<file path="config.mk">
export PLATFORM = sky130hd
export DESIGN_NAME = tx_arbiter_flat
export DESIGN_NICKNAME = d
export VERILOG_FILES = /design/src/rtl/tx_arbiter_if.sv /design/src/rtl/tx_arbiter.sv /design/src/flat_wrapper.sv
export SDC_FILE = /design/constraint.sdc
export NUM_CORES = 1
export LEC_CHECK = 0
export BUFFER_PORTS_ARGS = -buffer_cell sky130_fd_sc_hd__buf_4
export CORE_AREA = 3 3 515 517
export DETAILED_ROUTE_END_ITERATION = 8
export DIE_AREA = 0 0 518 520
export PLACE_DENSITY = 0.3
export SLEW_MARGIN = 15
export SYNTH_ARGS = -nofsm -noshare
export SYNTH_HDL_FRONTEND = slang
export SYNTH_SLANG_ARGS = --single-unit
</file>
<file path="constraint.sdc">
create_clock -name clk -period 4.8 [get_ports clk]
set_clock_uncertainty 0.15 [all_clocks]
set_input_delay 0.48 -clock clk [delete_from_list [all_inputs] [get_ports clk]]
set_output_delay 0.48 -clock clk [all_outputs]
set_load 0.005 [all_outputs]
</file>
<file path="src/rtl/tx_arbiter_if.sv">
// Bundle between message requesters / byte serializer and the tx_arbiter.
// Handshake: a requester holds req_valid[i] with stable req_d/req_bytecount slices until it
// sees the one-cycle req_ack[i] pulse; ser_begin is a one-cycle load strobe qualified by ser_d/ser_bytecount.
interface tx_arbiter_if #(
  parameter int NREQ = 4,
  parameter int DW   = 256,
  parameter int CW   = 6
);
  logic [NREQ-1:0]    req_valid;
  logic [NREQ*DW-1:0] req_d;
  logic [NREQ*CW-1:0] req_bytecount;
  logic [NREQ-1:0]    req_ack;
  logic [DW-1:0]      ser_d;
  logic [CW-1:0]      ser_bytecount;
  logic               ser_begin;
  logic               ser_empty;
  logic               busy;
  logic [2:0]         grant_id;
  logic               timeout_err;

  modport master (
    output req_valid, req_d, req_bytecount, ser_empty,
    input  req_ack, ser_d, ser_bytecount, ser_begin, busy, grant_id, timeout_err
  );

  modport slave (
    input  req_valid, req_d, req_bytecount, ser_empty,
    output req_ack, ser_d, ser_bytecount, ser_begin, busy, grant_id, timeout_err
  );
endinterface

</file>
<file path="src/rtl/tx_arbiter.sv">
// Round-robin arbiter that grants one framed message at a time to the UART byte serializer
// and sequences LOAD -> START -> DRAIN before returning to IDLE.
module tx_arbiter #(
  parameter int NREQ = 4,
  parameter int DW   = 256,
  parameter int CW   = 6
) (
  input  logic        clk,
  input  logic        reset_n,
  tx_arbiter_if.slave bus,
  output logic [1:0]  dbg_state_o,
  output logic [2:0]  dbg_rr_ptr_o
);

  typedef enum logic [1:0] {IDLE = 2'd0, LOAD = 2'd1, START = 2'd2, DRAIN = 2'd3} state_e;

  localparam logic [CW-1:0] MAX_BYTES = CW'(DW / 8);

  state_e          state_q, state_d;
  logic [2:0]      rr_ptr_q, rr_ptr_d;
  logic [2:0]      grant_q, grant_d;
  logic [NREQ-1:0] ack_q, ack_d;
  logic [DW-1:0]   ser_d_q, ser_d_d;
  logic [CW-1:0]   bc_q, bc_d;
  logic            ser_begin_q, ser_begin_d;
  logic            tmo_q, tmo_d;
  logic [3:0]      start_cnt_q, start_cnt_d;

  logic [NREQ-1:0] eligible;
  logic            pick_found;
  logic [2:0]      pick_idx;
  logic [DW-1:0]   pick_data;
  logic [CW-1:0]   pick_len;

  // Requesters acked last cycle may still show valid; mask them so a dropped
  // zero-length request is not granted a second time.
  always_comb begin
    eligible   = bus.req_valid & ~ack_q;
    pick_found = 1'b0;
    pick_idx   = '0;
    for (int k = 0; k < NREQ; k++) begin
      if (!pick_found && eligible[(int'(rr_ptr_q) + k) % NREQ]) begin
        pick_found = 1'b1;
        pick_idx   = 3'((int'(rr_ptr_q) + k) % NREQ);
      end
    end
    pick_data = bus.req_d[int'(pick_idx)*DW +: DW];
    pick_len  = bus.req_bytecount[int'(pick_idx)*CW +: CW];
  end

  always_comb begin
    state_d     = state_q;
    rr_ptr_d    = rr_ptr_q;
    grant_d     = grant_q;
    ack_d       = '0;
    ser_d_d     = ser_d_q;
    bc_d        = bc_q;
    ser_begin_d = 1'b0;
    tmo_d       = tmo_q;
    start_cnt_d = start_cnt_q;
    case (state_q)
      IDLE: begin
        if (pick_found) begin
          ack_d    = NREQ'(1) << pick_idx;
          grant_d  = pick_idx;
          rr_ptr_d = (pick_idx == 3'(NREQ - 1)) ? 3'd0 : pick_idx + 3'd1;
          ser_d_d  = pick_data;
          bc_d     = (pick_len > MAX_BYTES) ? MAX_BYTES : pick_len;
          if (pick_len != '0) state_d = LOAD;
        end
      end
      LOAD: begin
        ser_begin_d = 1'b1;
        start_cnt_d = '0;
        state_d     = START;
      end
      START: begin
        // Sixteen START cycles with ser_empty still high means the serializer never took the load.
        if (!bus.ser_empty) begin
          state_d = DRAIN;
        end else if (start_cnt_q == 4'd15) begin
          tmo_d   = 1'b1;
          state_d = IDLE;
        end else begin
          start_cnt_d = start_cnt_q + 4'd1;
        end
      end
      DRAIN: begin
        if (bus.ser_empty) state_d = IDLE;
      end
      default: state_d = IDLE;
    endcase
  end

  always_ff @(posedge clk) begin
    if (!reset_n) begin
      state_q     <= IDLE;
      rr_ptr_q    <= '0;
      grant_q     <= '0;
      ack_q       <= '0;
      ser_d_q     <= '0;
      bc_q        <= '0;
      ser_begin_q <= 1'b0;
      tmo_q       <= 1'b0;
      start_cnt_q <= '0;
    end else begin
      state_q     <= state_d;
      rr_ptr_q    <= rr_ptr_d;
      grant_q     <= grant_d;
      ack_q       <= ack_d;
      ser_d_q     <= ser_d_d;
      bc_q        <= bc_d;
      ser_begin_q <= ser_begin_d;
      tmo_q       <= tmo_d;
      start_cnt_q <= start_cnt_d;
    end
  end

  assign bus.req_ack       = ack_q;
  assign bus.ser_d         = ser_d_q;
  assign bus.ser_bytecount = bc_q;
  assign bus.ser_begin     = ser_begin_q;
  assign bus.busy          = (state_q != IDLE);
  assign bus.grant_id      = grant_q;
  assign bus.timeout_err   = tmo_q;
  assign dbg_state_o       = state_q;
  assign dbg_rr_ptr_o      = rr_ptr_q;

endmodule
</file>
<file path="src/flat_wrapper.sv">
// flat-port wrapper written by rule: the top's interface ports become plain ports
module tx_arbiter_flat 
#(
  parameter int NREQ = 4,
  parameter int DW   = 256,
  parameter int CW   = 6
)
  (clk, reset_n, dbg_state_o, dbg_rr_ptr_o, bus_req_valid, bus_req_d, bus_req_bytecount, bus_ser_empty, bus_req_ack, bus_ser_d, bus_ser_bytecount, bus_ser_begin, bus_busy, bus_grant_id, bus_timeout_err);
  tx_arbiter_if #(.NREQ(NREQ), .DW(DW), .CW(CW)) bus_i ();
  input  logic clk;
  input  logic reset_n;
  output logic [1:0] dbg_state_o;
  output logic [2:0] dbg_rr_ptr_o;
  input wire logic [$bits(bus_i.req_valid)-1:0] bus_req_valid;
  input wire logic [$bits(bus_i.req_d)-1:0] bus_req_d;
  input wire logic [$bits(bus_i.req_bytecount)-1:0] bus_req_bytecount;
  input wire logic [$bits(bus_i.ser_empty)-1:0] bus_ser_empty;
  output wire logic [$bits(bus_i.req_ack)-1:0] bus_req_ack;
  output wire logic [$bits(bus_i.ser_d)-1:0] bus_ser_d;
  output wire logic [$bits(bus_i.ser_bytecount)-1:0] bus_ser_bytecount;
  output wire logic [$bits(bus_i.ser_begin)-1:0] bus_ser_begin;
  output wire logic [$bits(bus_i.busy)-1:0] bus_busy;
  output wire logic [$bits(bus_i.grant_id)-1:0] bus_grant_id;
  output wire logic [$bits(bus_i.timeout_err)-1:0] bus_timeout_err;
  assign bus_i.req_valid = bus_req_valid;
  assign bus_i.req_d = bus_req_d;
  assign bus_i.req_bytecount = bus_req_bytecount;
  assign bus_i.ser_empty = bus_ser_empty;
  assign bus_req_ack = bus_i.req_ack;
  assign bus_ser_d = bus_i.ser_d;
  assign bus_ser_bytecount = bus_i.ser_bytecount;
  assign bus_ser_begin = bus_i.ser_begin;
  assign bus_busy = bus_i.busy;
  assign bus_grant_id = bus_i.grant_id;
  assign bus_timeout_err = bus_i.timeout_err;
  tx_arbiter #(.NREQ(NREQ), .DW(DW), .CW(CW)) u_core (.clk(clk), .reset_n(reset_n), .bus(bus_i), .dbg_state_o(dbg_state_o), .dbg_rr_ptr_o(dbg_rr_ptr_o));
endmodule
</file>
==> qor.csv, run 1 <==
metric,value,unit
status,finished clean,
rows,188,
r2r_start,u_core.dbg_rr_ptr_o[1]$_SDFFE_PN0P_,
gr-usage-all-layers,14.0,%
drt_drc_violations_left,0,
worstMarginPinSlew,1.03,ns
syn_inst,1562,
portBuffers,1329,
grt-ovfl-total,0,
yosysWarningCount,0,
dp_hpwl,172000,um
yosysMostFrequentCell,nand2_1,
layout_min_cycle_time,2.97,ns
ir_drop,0.253,mV
hold_violations,0,
grt_pass1_vias,20676,
setup_viol,0,
timing.critical_path.cells,"and3b_2, nor2_2, o211ai_4, buf_12, buf_12, mux4_2, nand2_1, a21oi_2",
viasPerCell,3.05,
core_area,262000,um^2
whs_endpoint,u_core.dbg_state_o[0]$_SDFFE_PN0P_,
min_from,bus_ser_empty,
yosys-top-cells-area,"mux4_2 (34%), dfxtp_1 (32%), nand2_1 (11%)",
synth_edf_count,0,
crit_top_cell,buf_12,
reg2reg_depth,8,
num_vias,19518,
synth.distinct_cells,49,
h-tree-depth,2,
final_nets,3892,
globalplace.congestion,0.911,
r2r_setup_slack,1.83,ns
path_max_fanout,57,
first_pass_iters,5,
rsz0062_at_grt,no,
drive_gt1_share,66.8,%
grt_pass1_wl,243000,um
synth-seq-area-share,32.2,%
worst-path-buf-inv,2,
die-area,269000,um^2
whs_path_depth,3,
cts_tree,yes,
cts_root_buffer,clkbuf_16,
ys.flop_type,dfxtp_1,
clkSinkCount,278,
synthesis.area,17300,um^2
fin_tns_setup,0,ns
multi_input_area,10500,um^2
hp-class,in -> reg,
worst_path_largest_cell_delay,0.60,ns
period_share,61.8,%
synth_largest_type_area_fraction,33.6,%
totalPowerFinal,17.0,mW
seqCellArea,5570,um^2
critPathRequiredTime,5.14,ns
numCtsBuffers,45,
cap_viol_max_count,0,
avgSynthCellArea,11.1,um^2
synth.largest_area_cell,mux4_2,
max_freq,0.337,GHz
ys_async_sr_fraction,0,%
pin_count,1332,
die_w,518,um
antenna_found_initial,144,
critPathTopFamily,buffers and inverters,
ant_nets,0,
dieHeight,520,um
critPathKind,reg -> reg,
power.leakage,13.0,nW
cts_buffer_depth,3,
cts-resized-gates,0,
routed_wl,196000,um
drv_slew,0,
crit_path_start_kind,register,
initial_core_util,6.60,%
synth_seq_cells,278,
nFillCells,30128,
clk_latency,0.62,ns
slowest_stage,mux4_2,
synth_commonest_cells,"nand2_1 (527), dfxtp_1 (278), mux4_2 (258)",
drt-initial-drc-count,991,
grt_max_degree,111,
endpoint_kind,register,
cp_data_arrival_time,3.30,ns
wire_per_inst,30.6,um
area_growth,88.4,%
r2r_end,u_core.bus.ser_d[225]$_SDFFE_PN0P_,
clk_pin_slew,0.06,ns
powerDensity,521,nW/um^2
relSlewSlack,31.0,%
[worst max path at each step]
stage	to	slack [ns]	startpoint	depth (start not counted)
floorplan	u_core.bus.ser_d[0]$_SDFFE_PN0P_	2.52	bus_req_valid[3]	7
global placement	u_core.bus.ser_d[193]$_SDFFE_PN0P_	1.60	bus_req_valid[2]	9
detailed placement	u_core.bus.ser_d[34]$_SDFFE_PN0P_	1.65	bus_req_valid[3]	8
CTS	u_core.bus.ser_d[225]$_SDFFE_PN0P_	1.81	u_core.dbg_rr_ptr_o[1]$_SDFFE_PN0P_	8
global route	u_core.bus.ser_d[225]$_SDFFE_PN0P_	1.67	u_core.dbg_rr_ptr_o[1]$_SDFFE_PN0P_	8
finish	u_core.bus.ser_d[225]$_SDFFE_PN0P_	1.83	u_core.dbg_rr_ptr_o[1]$_SDFFE_PN0P_	8
[state kept, by name (all words and copies together) (netlist names)]
name                      count
u_core.bus.ser_bytecount      6
u_core.dbg_rr_ptr_o           2
u_core.bus.ser_begin          1
u_core.bus.ser_d            256
u_core.start_cnt_q            4
u_core.bus.timeout_err        1
u_core.bus.req_ack            4
u_core.dbg_state_o            2
u_core.bus.grant_id           2
[tightest hold or removal path, cell delays in order]
cell and delay [ns]:
buf_4 0.12, inv_1 0.08, a32o_1 0.16
[report_power, final]
part	internal, mW	leakage (nW)	switching [mW]	total [mW]
Sequential	3.06	2.29	0.542	3.60
Clock	2.08	0.730	1.45	3.53
Combinational	4.37	9.95	5.45	9.82
Total	9.51	13.0	7.45	17.0
[placed cells by master (no fill, tap or decap), drive strengths merged, types with 7 or more instances in the layout]
cell type | netlist | layout
clkbuf | 62 | 64
diode | 0 | 16
a21oi | 261 | 261
clkinv | 1 | 7
nor2 | 27 | 27
nand3 | 8 | 8
dfxtp | 278 | 278
mux4 | 261 | 261
nand2 | 527 | 527
buf | 87 | 1374
[area by class of cell]
| class | instances | share of cell area (%) |
|---|---|---|
| Sequential cell | 278 | 17.1 |
| Clock buffer | 64 | 3.99 |
| Timing Repair Buffer | 1375 | 32.4 |
| Tap cell | 3515 | 13.5 |
| Antenna cell | 16 | 0.123 |
| Clock inverter | 14 | 0.554 |
| Inverter | 2 | 0.0461 |
| Multi-Input combinational cell | 1134 | 32.2 |
[cell families after synthesis]
kind of cell / Yosys count / share of synthesized area (%)
buffers and inverters: 151 / 7.13
flip-flops: 278 / 32.2
AND/OR/NAND/NOR: 584 / 13.2
multiplexers: 268 / 34.5
XOR/XNOR: 3 / 0.152
other: 1 / 0.0217
AO/OA/AOI/OAI: 276 / 12.6
adder cells (fa/ha/maj): 1 / 0.0724
[per-layer routing]
layer  wire length, um  track usage (%)  vias up
li1                  -                -     8286
met1             71700             14.9     9678
met2             92000             23.3     1160
met4              3790             2.52      128
met3             27800             9.06      266
met5               835                0        -
[metrics by stage]
stage	hold slack (ns)	setup WS (ns)	cells	area (um^2)	utilization, %
2_1_floorplan	0.300	2.52	1563	17300	-
3_3_place_gp	0.294	1.60	6303	31000	11.9
3_5_place_dp	0.300	1.65	6303	31000	11.9
4_1_cts	0.00304	1.81	6382	32500	12.4
5_1_grt	0.0865	1.67	6387	32500	12.4
6_report	0.114	1.83	6398	32500	12.4
[timing repair]
action	CTS	global route
hold buffers	1	0
setup endpoints to repair	0	0
buffers inserted	0	0
endpoints found under the hold margin	2	0
No activity file was read; power rests on OpenSTA's default activity.
==> run 2: changes to the inputs <==
--- a/config.mk
+++ b/config.mk
@@ -5,10 +5,11 @@
 export SDC_FILE = /design/constraint.sdc
 export NUM_CORES = 1
 export LEC_CHECK = 0
+export ABC_AREA = 1
 export BUFFER_PORTS_ARGS = -buffer_cell sky130_fd_sc_hd__buf_4
-export CORE_AREA = 3 3 515 517
+export CORE_AREA = 3 3 519 521
 export DETAILED_ROUTE_END_ITERATION = 8
-export DIE_AREA = 0 0 518 520
+export DIE_AREA = 0 0 522 524
 export PLACE_DENSITY = 0.3
 export SLEW_MARGIN = 15
 export SYNTH_ARGS = -nofsm -noshare
==> constraint.sdc (replaced) <==
create_clock -name clk -period 2.75 [get_ports clk]
set_clock_uncertainty 0.15 [all_clocks]
set_input_delay 0.275 -clock clk [delete_from_list [all_inputs] [get_ports clk]]
set_output_delay 0.275 -clock clk [all_outputs]
set_load 0.005 [all_outputs]
==> qor.csv, run 2 <==
metric,value,unit,change
rows,189,,+0.53%
die-area,274000,um^2,+1.5%
ir_drop,0.880,mV,+250%
final_common_cell,buf_4,,
yosys-top-cells-area,"dfxtp_1 (32%), nor2_1 (11%), o21ai_0 (10%)",,
die_w,522,um,+0.77%
ys.flop_type,dfxtp_1,,
grt_pass1_vias,32440,,+57%
initial_core_util,6.55,%,-0.054 points
grt_max_degree,67,,-40%
drive_gt1_share,44.1,%,-23 points
cp_data_arrival_time,3.24,ns,-0.06 ns
yosysWarningCount,0,,unchanged
relSlewSlack,58.8,%,+28 points
violations,setup timing,,
synth_edf_count,0,,unchanged
maxUsedRoutingLayer,met5,,
crit_path_start_kind,register,,
gr-usage-all-layers,15.6,%,+1.6 points
endpoint_kind,register,,
period_share,103,%,+42 points
synth.distinct_cells,37,,-24%
hold_ws,0.00861,ns,-0.105 ns
portBuffers,1329,,unchanged
synthesis.area,17400,um^2,+0.51%
power.leakage,21.4,nW,+65%
grt_pass1_wl,291000,um,+20%
slowest_stage,dfxtp_2,,
cts_tree,yes,,
dp_hpwl,182000,um,+5.6%
crit_top_cell,nand2_4,,
fin_util,18.9,%,+6.5 points
worst_path_largest_cell_delay,0.35,ns,-0.25 ns
timing.critical_path.cells,"buf_12, clkinv_8, nand2_4, nand2_2, nand3_2, nand2_4, buf_6, nand2_4, nand2_4, nand2_4, nand3_4, buf_12, buf_12, buf_12, o21ai_2, nand2_1, nand2_1, buf_12, clkinv_8, nand2_4, nand2_4, nand2_1, a21oi_2",,
synth_commonest_cells,"nor2_1 (531), o21ai_0 (348), dfxtp_1 (278)",,
routed_wl,229000,um,+17%
setup_ws,-0.0934,ns,-1.93 ns
cts_buffer_depth,3,,unchanged
syn_inst,2526,,+62%
path_max_fanout,8,,-86%
max_freq,0.352,GHz,+4.3%
synth.largest_area_cell,dfxtp_1,,
clkSinkCount,278,,unchanged
numCtsBuffers,47,,+4.4%
critPathTopFamily,buffers and inverters,,
drt_drc_violations_left,0,,unchanged
globalplace.congestion,0.929,,+1.9%
fin_tns_setup,-1.89,ns,-1.89 ns
clk_latency,0.66,ns,+0.04 ns
ys_async_sr_fraction,0,%,unchanged
status,finished with violations,,
area_growth,189,%,
ant_nets,0,,unchanged
worst-path-buf-inv,8,,+6
worstMarginPinSlew,0.611,ns,-0.419 ns
antenna_found_initial,110,,-24%
drt-initial-drc-count,1494,,+51%
drv_slew,0,,unchanged
critPathRequiredTime,3.15,ns,-1.99 ns
wl_met3,18900,um,-32%
hold_violations,0,,unchanged
yosysMostFrequentCell,nor2_1,,
num_vias,30547,,+57%
nFillCells,29710,,-1.4%
viasPerCell,3.53,,+16%
synth_largest_type_area_fraction,32.1,%,-1.6 points
clk_pin_slew,0.06,ns,about the same
synth-seq-area-share,32.1,%,-0.16 points
hp-class,in -> reg,,
rsz0062_at_grt,yes,,
dieHeight,524,um,+0.77%
synth_seq_cells,278,,unchanged
avgSynthCellArea,6.87,um^2,-38%
grt-ovfl-total,0,,unchanged
layout_min_cycle_time,2.84,ns,-0.123 ns
pin_count,1332,,unchanged
r2r_setup_slack,-0.09,ns,-1.93 ns
powerDensity,1500,nW/um^2,+190%
wl_met1,97300,um,+36%
core_area,265000,um^2,+1.3%
largest_reg_flops,256,,unchanged
dr_wl_met2,107000,um,+16%
setup_viol,68,,+68
cts_root_buffer,clkbuf_16,,
h-tree-depth,2,,unchanged
layout_common_cells,"buf_4 (1553), dlygate4sd3_1 (969), nor2_1 (451), dfxtp_1 (276), o21ai_1 (259)",,
critPathKind,reg -> reg,,
cap_viol_max_count,0,,unchanged
first_pass_iters,5,,unchanged
final_nets,6106,,+57%
wire_per_inst,26.5,um,-14%
## run 2: changes by cell type after synthesis, moves of 112 or more
cell / delta
a21oi_2: -200
buf_2: +112
inv_1: +213
mux4_2: -258
nand2_1: -459
nor2_1: +506
o211ai_1: +194
o21ai_0: +346
o21ai_1: +226
o221ai_1: +194
## run 2: per-layer routing
layer	vias up	GRT usage, %
li1	14202	-
met1	14700	19.1
met2	1274	26.2
met3	281	5.35
met4	90	3.48
met5	-	0
## run 2: cell type report
cell class | count | area, um^2 | area share, %
Timing Repair Buffer | 2736 | 25700 | 51.3
Multi-Input combinational cell | 1768 | 11900 | 23.6
Sequential cell | 278 | 5570 | 11.1
Tap cell | 3533 | 4420 | 8.82
Clock buffer | 60 | 1290 | 2.58
Inverter | 218 | 885 | 1.76
Clock inverter | 23 | 278 | 0.554
Antenna cell | 33 | 82.6 | 0.165
Timing Repair inverter | 1 | 16.3 | 0.0324
## run 2: logic make-up after synthesis
| kind of cell | Yosys count | share of synthesized area, % |
|---|---|---|
| AND/OR/NAND/NOR | 655 | 15.1 |
| other | 1 | 0.0216 |
| XOR/XNOR | 1 | 0.0504 |
| flip-flops | 278 | 32.1 |
| buffers and inverters | 481 | 12.2 |
| AO/OA/AOI/OAI | 1109 | 40.5 |
| adder cells (fa/ha/maj) | 1 | 0.0720 |
## run 2: worst register-to-register path: stages, from the launching register on
cell,delay [ns]
dfxtp_2,0.35
buf_12,0.14
clkinv_8,0.09
nand2_4,0.06
nand2_2,0.06
nand3_2,0.08
nand2_4,0.07
buf_6,0.13
nand2_4,0.09
nand2_4,0.05
nand2_4,0.06
nand3_4,0.07
buf_12,0.18
buf_12,0.15
buf_12,0.13
o21ai_2,0.23
nand2_1,0.08
nand2_1,0.12
buf_12,0.15
clkinv_8,0.06
nand2_4,0.05
nand2_4,0.07
nand2_1,0.08
a21oi_2,0.05
## run 2: stage by stage
stage | total power, mW | cell area, um^2 | std cells | worst slack, ns
5_1_grt | 80.2 | 50100 | 8632 | -0.272
2_1_floorplan | 26.3 | 17400 | 2527 | 0.489
3_5_place_dp | 49.8 | 33400 | 7429 | -0.692
4_1_cts | 71.4 | 48300 | 8573 | -0.190
6_report | 75.4 | 50100 | 8650 | -0.0934
3_3_place_gp | 50.0 | 33400 | 7429 | -0.740
## run 2: final timing paths
path | startpoint | endpoint | depth (start not counted)
hold reg to reg | u_core.bus.grant_id[0]$_SDFFE_PN0P_ | u_core.bus.grant_id[0]$_SDFFE_PN0P_ | 2
hold / removal | bus_req_d[923] | u_core.bus.ser_d[155]$_SDFFE_PN0P_ | 6
setup reg to reg | u_core.dbg_rr_ptr_o[0]$_SDFFE_PN0P_ | u_core.bus.ser_bytecount[2]$_SDFFE_PN0P_ | 23
setup / recovery | u_core.dbg_rr_ptr_o[0]$_SDFFE_PN0P_ | u_core.bus.ser_bytecount[2]$_SDFFE_PN0P_ | 23
## run 2: power breakdown
part           internal, mW  switching, mW
clock network          3.71           2.68
logic                  27.8           34.3
registers              5.77           1.14
total                  37.3           38.1
## run 2: repair_timing
action / in CTS / in global routing
setup endpoints to repair: 267 / 265
gates resized for setup: 488 / 370
gates cloned: 40 / 20
hold buffers: 966 / 3
pin swaps: 85 / 96
endpoints found under the hold margin: 267 / 1
setup buffers: 68 / 39
